`config.mk`:
```
export PLATFORM = sky130hd
export DESIGN_NAME = i2c_reg_target
export DESIGN_NICKNAME = d
export VERILOG_FILES = /design/src/rtl/i2c_tgt_pkg.sv /design/src/rtl/i2c_tgt_sync.sv /design/src/rtl/i2c_reg_target.sv
export SDC_FILE = /design/constraint.sdc
export NUM_CORES = 1
export LEC_CHECK = 0
export CAP_MARGIN = 20
export CORE_UTILIZATION = 50
export CTS_CLUSTER_DIAMETER = 100
export DETAILED_ROUTE_END_ITERATION = 7
export HOLD_SLACK_MARGIN = 0.06
export PLACE_DENSITY = 0.75
export RECOVER_POWER = 25
export REMOVE_ABC_BUFFERS = 1
export SYNTH_ARGS = -nofsm -noshare
export SYNTH_HDL_FRONTEND = slang
export SYNTH_SLANG_ARGS = --single-unit
export TNS_END_PERCENT = 50
```
`constraint.sdc`:
```
create_clock -name clk_i -period 2.5 [get_ports clk_i]
set_input_delay 0.375 -clock clk_i [delete_from_list [all_inputs] [get_ports clk_i]]
set_output_delay 0.375 -clock clk_i [all_outputs]
set_load 0.01 [all_outputs]
```
`src/rtl/i2c_tgt_pkg.sv`:
```
// Shared types and constants for the I2C register target model.
package i2c_tgt_pkg;

    typedef enum logic [3:0] {
        IDLE,
        ADDR,
        ADDR_ACK,
        PTR,
        PTR_ACK,
        WR_DATA,
        WR_ACK,
        RD_DATA,
        RD_ACK,
        IGNORE
    } state_e;

    localparam logic [6:0] DefaultTargetAddr = 7'h50;
    localparam logic [7:0] RegResetXor       = 8'hA5;

endpackage

```
`src/rtl/i2c_tgt_sync.sv`:
```
// Two-flop synchronisers for SCL/SDA plus SCL edge and START/STOP pulses.
module i2c_tgt_sync
    import i2c_tgt_pkg::*;
(
    input  logic clk_i,
    input  logic rst_ni,
    input  logic scl_i,
    input  logic sda_i,
    output logic sda_o,
    output logic scl_rise_o,
    output logic scl_fall_o,
    output logic start_o,
    output logic stop_o
);

    logic [1:0] scl_ff;
    logic [1:0] sda_ff;
    logic       scl_q;
    logic       sda_q;

    // Reset to the idle bus level so no spurious edge appears after reset.
    always_ff @(posedge clk_i or negedge rst_ni) begin
        if (!rst_ni) begin
            scl_ff <= 2'b11;
            sda_ff <= 2'b11;
            scl_q  <= 1'b1;
            sda_q  <= 1'b1;
        end else begin
            scl_ff <= {scl_ff[0], scl_i};
            sda_ff <= {sda_ff[0], sda_i};
            scl_q  <= scl_ff[1];
            sda_q  <= sda_ff[1];
        end
    end

    assign sda_o      = sda_ff[1];
    assign scl_rise_o = scl_ff[1] & ~scl_q;
    assign scl_fall_o = ~scl_ff[1] & scl_q;
    // SCL must be high in both samples so an SDA change at an SCL edge is not an event.
    assign start_o    = scl_ff[1] & scl_q & sda_q & ~sda_ff[1];
    assign stop_o     = scl_ff[1] & scl_q & ~sda_q & sda_ff[1];

endmodule

```
`src/rtl/i2c_reg_target.sv`:
```
// I2C target with a small register file; optional clock stretching under I2C_TGT_STRETCH_EN.
// wr_valid_o is a one-cycle strobe with no ready: wr_idx_o/wr_data_o are valid in that cycle.
module i2c_reg_target
    import i2c_tgt_pkg::*;
#(
    parameter logic [6:0] TargetAddr    = DefaultTargetAddr,
    parameter int         NumRegs       = 16,
    parameter int         StretchCycles = 8
) (
    input  logic                       clk_i,
    input  logic                       rst_ni,
    input  logic                       scl_i,
    input  logic                       sda_i,
    output logic                       sda_oe_o,
    output logic                       busy_o,
    output logic                       wr_valid_o,
    output logic [$clog2(NumRegs)-1:0] wr_idx_o,
    output logic [7:0]                 wr_data_o
`ifdef I2C_TGT_STRETCH_EN
    ,
    output logic                       scl_oe_o
`endif
);

    localparam int IdxW = $clog2(NumRegs);

    logic sda_s, scl_rise, scl_fall, start_det, stop_det;

    i2c_tgt_sync u_sync (
        .clk_i      (clk_i),
        .rst_ni     (rst_ni),
        .scl_i      (scl_i),
        .sda_i      (sda_i),
        .sda_o      (sda_s),
        .scl_rise_o (scl_rise),
        .scl_fall_o (scl_fall),
        .start_o    (start_det),
        .stop_o     (stop_det)
    );

    state_e            state_q, state_d;
    logic [3:0]        cnt_q, cnt_d;
    logic [6:0]        shift_q, shift_d;
    logic [IdxW-1:0]   ptr_q, ptr_d;
    logic              rw_q, rw_d;
    logic              sda_oe_q, sda_oe_d;
    logic              wr_en;
    logic              ack_end;
    logic [7:0]        byte_in;
    logic [7:0]        rd_byte;
    logic [7:0]        regs_q [NumRegs];

    assign byte_in = {shift_q, sda_s};
    assign rd_byte = regs_q[ptr_q];

    always_comb begin
        state_d  = state_q;
        cnt_d    = cnt_q;
        shift_d  = shift_q;
        ptr_d    = ptr_q;
        rw_d     = rw_q;
        sda_oe_d = sda_oe_q;
        wr_en    = 1'b0;
        ack_end  = 1'b0;
        if (start_det) begin
            state_d  = ADDR;
            cnt_d    = 4'd0;
            sda_oe_d = 1'b0;
        end else if (stop_det) begin
            state_d  = IDLE;
            cnt_d    = 4'd0;
            sda_oe_d = 1'b0;
        end else begin
            case (state_q)
                ADDR, PTR, WR_DATA: begin
                    if (scl_rise) begin
                        shift_d = byte_in[6:0];
                        cnt_d   = cnt_q + 4'd1;
                        if (cnt_q == 4'd7) begin
                            cnt_d = 4'd0;
                            if (state_q == ADDR) begin
                                rw_d    = byte_in[0];
                                state_d = (byte_in[7:1] == TargetAddr) ? ADDR_ACK : IGNORE;
                            end else if (state_q == PTR) begin
                                ptr_d   = byte_in[IdxW-1:0];
                                state_d = PTR_ACK;
                            end else begin
                                wr_en   = 1'b1;
                                ptr_d   = ptr_q + 1'b1;
                                state_d = WR_ACK;
                            end
                        end
                    end
                end
                // cnt_q==0: waiting for the fall that opens the ACK; 1: ACK is being driven.
                ADDR_ACK, PTR_ACK, WR_ACK: begin
                    if (scl_fall) begin
                        if (cnt_q == 4'd0) begin
                            sda_oe_d = 1'b1;
                            cnt_d    = 4'd1;
                        end else begin
                            ack_end  = 1'b1;
                            sda_oe_d = 1'b0;
                            cnt_d    = 4'd0;
                            if (state_q == ADDR_ACK && rw_q) begin
                                state_d  = RD_DATA;
                                sda_oe_d = ~rd_byte[7];
                                cnt_d    = 4'd1;
                            end else if (state_q == ADDR_ACK) begin
                                state_d = PTR;
                            end else begin
                                state_d = WR_DATA;
                            end
                        end
                    end
                end
                // cnt_q counts bits already placed on the bus for the current byte.
                RD_DATA: begin
                    if (scl_fall) begin
                        if (cnt_q == 4'd8) begin
                            sda_oe_d = 1'b0;
                            cnt_d    = 4'd0;
                            state_d  = RD_ACK;
                        end else begin
                            sda_oe_d = ~rd_byte[3'(4'd7 - cnt_q)];
                            cnt_d    = cnt_q + 4'd1;
                        end
                    end
                end
                RD_ACK: begin
                    if (scl_rise) begin
                        if (!sda_s) begin
                            ptr_d   = ptr_q + 1'b1;
                            cnt_d   = 4'd0;
                            state_d = RD_DATA;
                        end else begin
                            state_d = IGNORE;
                        end
                    end
                end
                default: begin
                    sda_oe_d = 1'b0;
                end
            endcase
        end
    end

    always_ff @(posedge clk_i or negedge rst_ni) begin
        if (!rst_ni) begin
            state_q    <= IDLE;
            cnt_q      <= 4'd0;
            shift_q    <= 7'd0;
            ptr_q      <= '0;
            rw_q       <= 1'b0;
            sda_oe_q   <= 1'b0;
            wr_valid_o <= 1'b0;
            wr_idx_o   <= '0;
            wr_data_o  <= 8'd0;
        end else begin
            state_q    <= state_d;
            cnt_q      <= cnt_d;
            shift_q    <= shift_d;
            ptr_q      <= ptr_d;
            rw_q       <= rw_d;
            sda_oe_q   <= sda_oe_d;
            wr_valid_o <= wr_en;
            if (wr_en) begin
                wr_idx_o  <= ptr_q;
                wr_data_o <= byte_in;
            end
        end
    end

    always_ff @(posedge clk_i or negedge rst_ni) begin
        if (!rst_ni) begin
            for (int i = 0; i < NumRegs; i++) begin
                regs_q[i] <= 8'(i) ^ RegResetXor;
            end
        end else if (wr_en) begin
            regs_q[ptr_q] <= byte_in;
        end
    end

    // Events release the bus in the detection cycle rather than one cycle later.
    assign sda_oe_o = sda_oe_q & ~start_det & ~stop_det;
    assign busy_o   = (state_q != IDLE);

`ifdef I2C_TGT_STRETCH_EN
    localparam int SclW = $clog2(StretchCycles + 1);

    logic [SclW-1:0] stretch_q;

    always_ff @(posedge clk_i or negedge rst_ni) begin
        if (!rst_ni) begin
            stretch_q <= '0;
        end else if (start_det || stop_det) begin
            stretch_q <= '0;
        end else if (ack_end) begin
            stretch_q <= SclW'(StretchCycles);
        end else if (stretch_q != '0) begin
            stretch_q <= stretch_q - 1'b1;
        end
    end

    assign scl_oe_o = (stretch_q != '0) & ~start_det & ~stop_det;
`else
    logic unused_stretch;
    assign unused_stretch = ack_end | (StretchCycles == 0);
`endif

endmodule

```
==> summary.md, run 1 <==
| Metric | Value |
|---|---|
| FMAX | 415 MHz |
| CTS clk-pin slew, worst paths | 60 ps |
| Worst-Margin Slew | 1070 ps |
| Maximum buffer depth of the clock tree | 2 |
| Reg2reg start | u_sync.scl_ff[1]$_DFF_PN1_ |
| Wirelength per Cell | 22.0 microns |
| WHS | ~360 ps |
| P per Cell Area | 849 nW/um^2 |
| Initial Util | 51.9% |
| Layout fillers | 1234 |
| Maximum VDD drop | 0.000566 V |
| # H-tree levels | 4 |
| R2r setup slk | 90 ps |
| Seq/Total Area, Yosys | 51.3% |
| Commonest non-fill, non-tap cell in the layout | mux2_2 |
| Post_cts resized | 0 |
| CTS buffer count | 17 |
| Ports | 19 |
| Relative slew slack | roughly 29% |
| CP Data Arrival Time | 2720 ps |
| Core Area | 16100 sq um |
| Synthesized area | 8360 sq um |
| Overall die area | 17200 sq um |
| First-pass GRT wire length | approximately 31000 microns |
| Post-synthesis area per instance | around 14 sq um |
| Skew-Pair Late Insertion Delay | 430 ps |
| Vias in the first global route | between 5000 and 6000 |
| Sink Count | ~170 |
| Max-Cap Viols | 0 |
| Reg2reg end | regs_q[84]$_DFFE_PN0P_ |
| CP top delay family | simple AND/OR/NAND/NOR gates |
| Synth top area share | 29.3% |
| P&R area growth vs syn | 13.5% |
| Ys async rst share | between 90% and 100% |
| Synth Flop Type | dfrtp_1 |
| Clock root buffer | clkbuf_16 |
| Number of synthesized flops with an enable pin | 0 |
| Slowest CP cell | dfstp_2 |
| GR met3 Demand/Resource | under 10% |
| Crit end category | flop |
| Reg2Reg Depth | 8 |
| Met2 Use GR | 37.5% |
| Routed vias/inst | just over 6 |
| # setup viols final | 0 |
| Multi-input logic area | 3740 sq um |
| Vias | approximately 5300 |
| CP cell instances | nor2b_1 -> and2_1 -> nand2_1 -> nor3_4 -> buf_12 -> buf_12 -> nand3_2 -> mux2_2 |
| Hold Fails Final Rpt | 0 |
| Post-Route WL | 19100 microns |
| Yosys warning count | 0 |
| Area leader, netlist | dfrtp_1 |
| CTS tree | built |
| P_leak | 4.23 nW |
| #FFs+latches synth | around 170 |
| Initial antenna violation count | 0 |
| Crit. Startpoint | u_sync.scl_ff[1]$_DFF_PN1_ |
| GR peak layer | met2 |
| Drc violations | 0 |
| RSZ-0062 raised after global routing | false |
| Critical path depth in cells | 8 |
| First drt pass iteration count | 5 |
| Routability cong. | 0.910 |
| Tot Pwr | between 0.008 and 0.009 W |
| Die width | between 100 and 150 microns |
| Met1 Use GR | 32.4% |
| Ratio of final minimum period to clock period | 96.5% |
| Row count | 46 |
| Grt total ovfl | 0 |
| Slew Limit Fails | 0 |
| Total track usage | 23.9% |
| Tmin final | 2410 ps |
| Buffers plus inverters on the worst setup path | 2 |
| Synth cell types | 73 |
| Req. time, crit path | about 2800 ps |
| FF/Latch Area | 4290 sq um |
| CP most frequent cell | buf_12 |
| Initial DRC count | 390 |
| Setup Skew | roughly 13 ps |
| Number of routed nets with antenna violations | 0 |
| Min-delay worst type | reg -> reg |
| CP max stage delay | between 500 and 600 ps |
| Count of buffers from port buffering | 18 |
| Ranking of synthesized cells by area | dfrtp_1, dfstp_2, mux2_2 |
| Worst Path Max Fanout | 17 |
| Antenna Cells | 0 |
| Syn Inst Count | 603 |
| Largest net degree at the start of global routing | 74 |
| Startpoint Class | flop |
| Status | finished, final reports clean |
| Share of post-route cells with drive strength above 1 | between 40 and 50% |
| Die Y-Extent | 131 microns |
| Critical Path Sink | regs_q[84]$_DFFE_PN0P_ |
| Nets | 649 |
| Post-DP HPWL | 12800 microns |
| WS Path Type | reg -> reg |
| Most frequent cells in the layout | mux2_2, dfrtp_1, dfstp_2, mux2_1, buf_4 |
==> logic make-up after synthesis <==
group | after synthesis | synth area share [%]
mux | 197 | 29.1
flops | 168 | 51.3
simple gates | 99 | 7.66
compound gates | 75 | 6.69
buf+inv | 55 | 3.97
fa+ha+maj | 7 | 1.02
xor+xnor | 2 | 0.210
==> synth_stat cells, types with 7 or more instances <==
library cell,instances
dfstp_2,70
o21ai_0,14
nand2_1,22
a21oi_1,8
buf_2,11
nor2b_1,7
mux2i_1,15
mux4_2,15
inv_1,9
mux2_2,115
nor2_1,19
dfrtp_1,98
clkbuf_1,18
mux2_1,47
==> worst min-delay path by stage <==
stage,startpoint,endpoint,slack [ps],depth (start not counted)
detailed placement,u_sync.sda_ff[0]$_DFF_PN1_,u_sync.sda_ff[1]$_DFF_PN1_,350,0
floorplan,rst_ni,cnt_q[0]$_DFFE_PN0P_,80,0
global placement,u_sync.sda_ff[0]$_DFF_PN1_,u_sync.sda_ff[1]$_DFF_PN1_,350,0
global route,u_sync.sda_ff[0]$_DFF_PN1_,u_sync.sda_ff[1]$_DFF_PN1_,360,0
finish,u_sync.sda_ff[0]$_DFF_PN1_,u_sync.sda_ff[1]$_DFF_PN1_,360,0
CTS,sda_i,u_sync.sda_ff[0]$_DFF_PN1_,340,1
==> area by class of cell <==
| type | instances | area share (%) |
|---|---|---|
| clock buffers | 18 | 4.52 |
| clock inverters | 14 | 1.73 |
| inverters | 10 | 0.396 |
| multi-input cells | 380 | 39.4 |
| flip-flops and latches | 168 | 45.2 |
| well taps | 216 | 2.85 |
| repair buffers | 62 | 5.84 |
==> state kept, by name, summed over array words and instances, names as in the netlist <==
signal	count
cnt_q	4
ptr_q	4
regs_q	128
rw_q	1
sda_oe_q	1
shift_q	7
state_q	4
u_sync.scl_ff	2
u_sync.scl_q	1
u_sync.sda_ff	2
u_sync.sda_q	1
wr_data_o	8
wr_idx_o	4
wr_valid_o	1
==> metal layers <==
| metal | up-vias | wire length (microns) |
|---|---|---|
| li1 | 2293 | - |
| met1 | 2772 | 8300 |
| met2 | 166 | 9100 |
| met3 | 30 | 1230 |
| met4 | 0 | 424 |
| met5 | - | 0 |
==> metrics by stage <==
step	TNS, ps	instances	setup WS, ps	instance area, sq um	utilization (%)
2_1_floorplan	-126300	558	-1050	8060	-
3_3_place_gp	0	834	152	8890	55.2
3_5_place_dp	0	834	107	8890	55.2
4_1_cts	0	867	91.6	9490	58.9
5_1_grt	0	868	14.3	9490	58.9
6_report	0	868	88.4	9490	58.9
==> where the power goes <==
group	switching [W]	internal, W	total, W
Sequential	0.000212	0.00285	0.00307
Clock	0.00114	0.00150	0.00264
Combinational	0.00141	0.000939	0.00235
==> repair_timing <==
action                                 4_1_cts  5_1_grt
endpoints found under the hold margin       37        0
hold buffers                                 1        0
buffers inserted                             0        1
setup endpoints to repair                    0       15
Note: power is estimated with default switching activity, not from simulation.
==> run 2, diff against run 1 <==
--- a/config.mk
+++ b/config.mk
@@ -7,11 +7,10 @@
 export LEC_CHECK = 0
 export CAP_MARGIN = 20
 export CORE_UTILIZATION = 50
-export CTS_CLUSTER_DIAMETER = 100
+export CTS_CLUSTER_DIAMETER = 30
 export DETAILED_ROUTE_END_ITERATION = 7
 export HOLD_SLACK_MARGIN = 0.06
 export PLACE_DENSITY = 0.75
-export RECOVER_POWER = 25
 export REMOVE_ABC_BUFFERS = 1
 export SYNTH_ARGS = -nofsm -noshare
 export SYNTH_HDL_FRONTEND = slang
==> run 2 against run 1 <==
Effect of this change:
- total power about the same
- fmax down 0.13%
- critical path depth unchanged
- worst setup slack worse by 3.2 ps
- cell area up 0.24%
- combinational power about the same
- global-route usage unchanged
- first-iteration DRC count down 0.77%
- clock skew about the same
- register-to-register slack about the same
- critical endpoint is now regs_q[83]$_DFFE_PN0P_
- largest power group unchanged
- highest routed layer unchanged
==> summary.md, run 2 (synthesized netlist as in run 1, its figures left out) <==
| Metric | Value |
|---|---|
| Setup Skew | between 10 and 15 ps |
| CP most frequent cell | buf_12 |
| Initial Util | 51.9% |
| Core Area | 16100 sq um |
| Post-DP HPWL | 12800 microns |
| Hold Fails Final Rpt | 0 |
| Maximum buffer depth of the clock tree | 2 |
| Grt total ovfl | 0 |
| FMAX | 414 MHz |
| Startpoint Class | flop |
| Critical path depth in cells | 8 |
| Skew-Pair Late Insertion Delay | between 400 and 500 ps |
| Worst-Margin Slew | between 700 and 800 ps |
| Share of post-route cells with drive strength above 1 | between 40% and 50% |
| Vias | 5298 |
| CTS clk-pin slew, worst paths | 60 ps |
| WHS | 351 ps |
| Antenna Cells | 0 |
| Clock root buffer | clkbuf_16 |
| Tmin final | 2410 ps |
| Met2 Use GR | 37.5% |
| Largest register FFs | 128 |
| Ratio of final minimum period to clock period | 96.6% |
| Reg2Reg Depth | 8 |
| Biggest regs | regs_q (128), wr_data_o (8), shift_q (7) |
| Number of routed nets with antenna violations | 0 |
| Max-Cap Viols | 0 |
| Crit end category | flop |
| RSZ-0062 raised after global routing | false |
| Overall die area | around 17000 sq um |
| Pre-CTS WS | 107 ps |
| Total track usage | approximately a quarter |
| Die Y-Extent | 131 microns |
| WS Path Type | reg -> reg |
| Wirelength per Cell | 22.0 microns |
| Largest net degree at the start of global routing | 74 |
| Maximum VDD drop | 0.000565 V |
| Relative slew slack | 49.2% |
| Routability cong. | 0.910 |
| First-pass GRT wire length | 31300 microns |
| CP top delay family | simple AND/OR/NAND/NOR gates |
| P_leak | approximately 4.2 nW |
| Routed vias/inst | 6.10 |
| CP cell instances | nor2b_1 -> and2_1 -> nand2_1 -> nor3_4 -> buf_12 -> buf_12 -> nand3_2 -> mux2_2 |
| Req. time, crit path | 2810 ps |
| First drt pass iteration count | 5 |
| Die width | between 100 and 150 microns |
| Commonest non-fill, non-tap cell in the layout | mux2_2 |
| Vias in the first global route | about 5600 |
| CTS tree | built |
| Count of buffers from port buffering | 18 |
| Status | finished, final reports clean |
| Initial antenna violation count | 0 |
| Row count | 46 |
| CTS buffer count | 17 |
| Hold depth | 1 |
| Post_cts resized | 0 |
| Met1 Use GR | 32.4% |
| GR peak layer | met2 |
| Layout fillers | between 1000 and 1500 |
| # H-tree levels | 4 |
| Drc violations | 0 |
| Buffers plus inverters on the worst setup path | 2 |
| CP Data Arrival Time | 2720 ps |
| Nets | 649 |
| # setup viols final | 0 |
| GR met3 Demand/Resource | 6.02% |
| Fin worst setup slack | ~85 ps |
| Ports | 19 |
| P&R area growth vs syn | 13.8% |
| Register with the most flip-flops | regs_q |
| Min-delay worst type | in -> reg |
| Post-Route WL | about 19000 microns |
| Slowest CP cell | dfstp_2 |
| Worst Path Max Fanout | 17 |
| Slew Limit Fails | 0 |
| Sink Count | 168 |
| Initial DRC count | around 390 |
| Most frequent cells in the layout | mux2_2, dfrtp_1, dfstp_2, mux2_1, buf_4 |
| CP max stage delay | between 500 and 600 ps |
| P per Cell Area | ~850 nW/um^2 |
==> run 2: cell types whose count changed in the layout (fill, tap and decap cells not counted) <==
| cell | delta |
|---|---|
| buf_4 | +2 |
| clkbuf_1 | -2 |
| clkdlybuf4s50_1 | +2 |
| dlygate4sd3_1 | -2 |
| buf_12 | +1 |
| clkbuf_2 | -1 |
==> run 2: final timing paths <==
kind / startpoint / end / slack (ps)
max: u_sync.scl_ff[1]$_DFF_PN1_ / regs_q[83]$_DFFE_PN0P_ / 90
min: sda_i / u_sync.sda_ff[0]$_DFF_PN1_ / 350
max reg2reg: u_sync.scl_ff[1]$_DFF_PN1_ / regs_q[83]$_DFFE_PN0P_ / 90
min reg2reg: u_sync.sda_ff[0]$_DFF_PN1_ / u_sync.sda_ff[1]$_DFF_PN1_ / 360
max in group asynchronous: rst_ni / regs_q[11]$_DFFE_PN1P_ / 1170
min in group asynchronous: rst_ni / regs_q[32]$_DFFE_PN0P_ / 530
==> run 2: repair_timing <==
item / 4_1_cts / 5_1_grt
setup endpoints to repair: 0 / 15
endpoints found under the hold margin: 37 / 0
hold buffers: 1 / 0
buffers inserted: 0 / 1
==> run 2: area by class of cell <==
class                           count  area, sq um  share of cell area [%]
Clock buffer                       18          429                    4.51
Clock inverter                     14          164                    1.72
Inverter                           10         37.5                   0.395
Multi-Input combinational cell    380         3740                    39.3
Sequential cell                   168         4290                    45.1
Tap cell                          216          270                    2.84
Timing Repair Buffer               62          577                    6.06
==> run 2: power by group <==
group / switching (W) / internal, W / total [W]
registers: 0.000212 / 0.00285 / 0.00307
logic: 0.00141 / 0.000944 / 0.00235
clock network: 0.00114 / 0.00150 / 0.00264
total: 0.00276 / 0.00530 / 0.00806
==> run 2: metal layers <==
layer  share of wire, %  vias up
li1                   -     2291
met1                 44     2797
met2                 48      178
met3                5.9       32
met4                2.3        0
met5                  0        -
==> run 2: per-stage QoR <==
stage | total power, W | cell area [sq um] | TNS (ps) | cells | utilization [%]
finish | 0.00806 | 9510 | 0 | 868 | 59.0
detailed placement | 0.00542 | 8890 | 0 | 834 | 55.2
global placement | 0.00537 | 8890 | 0 | 834 | 55.2
global route | 0.00843 | 9510 | 0 | 868 | 59.0
floorplan | 0.00448 | 8060 | -126300 | 558 | -
CTS | 0.00807 | 9490 | 0 | 867 | 58.9
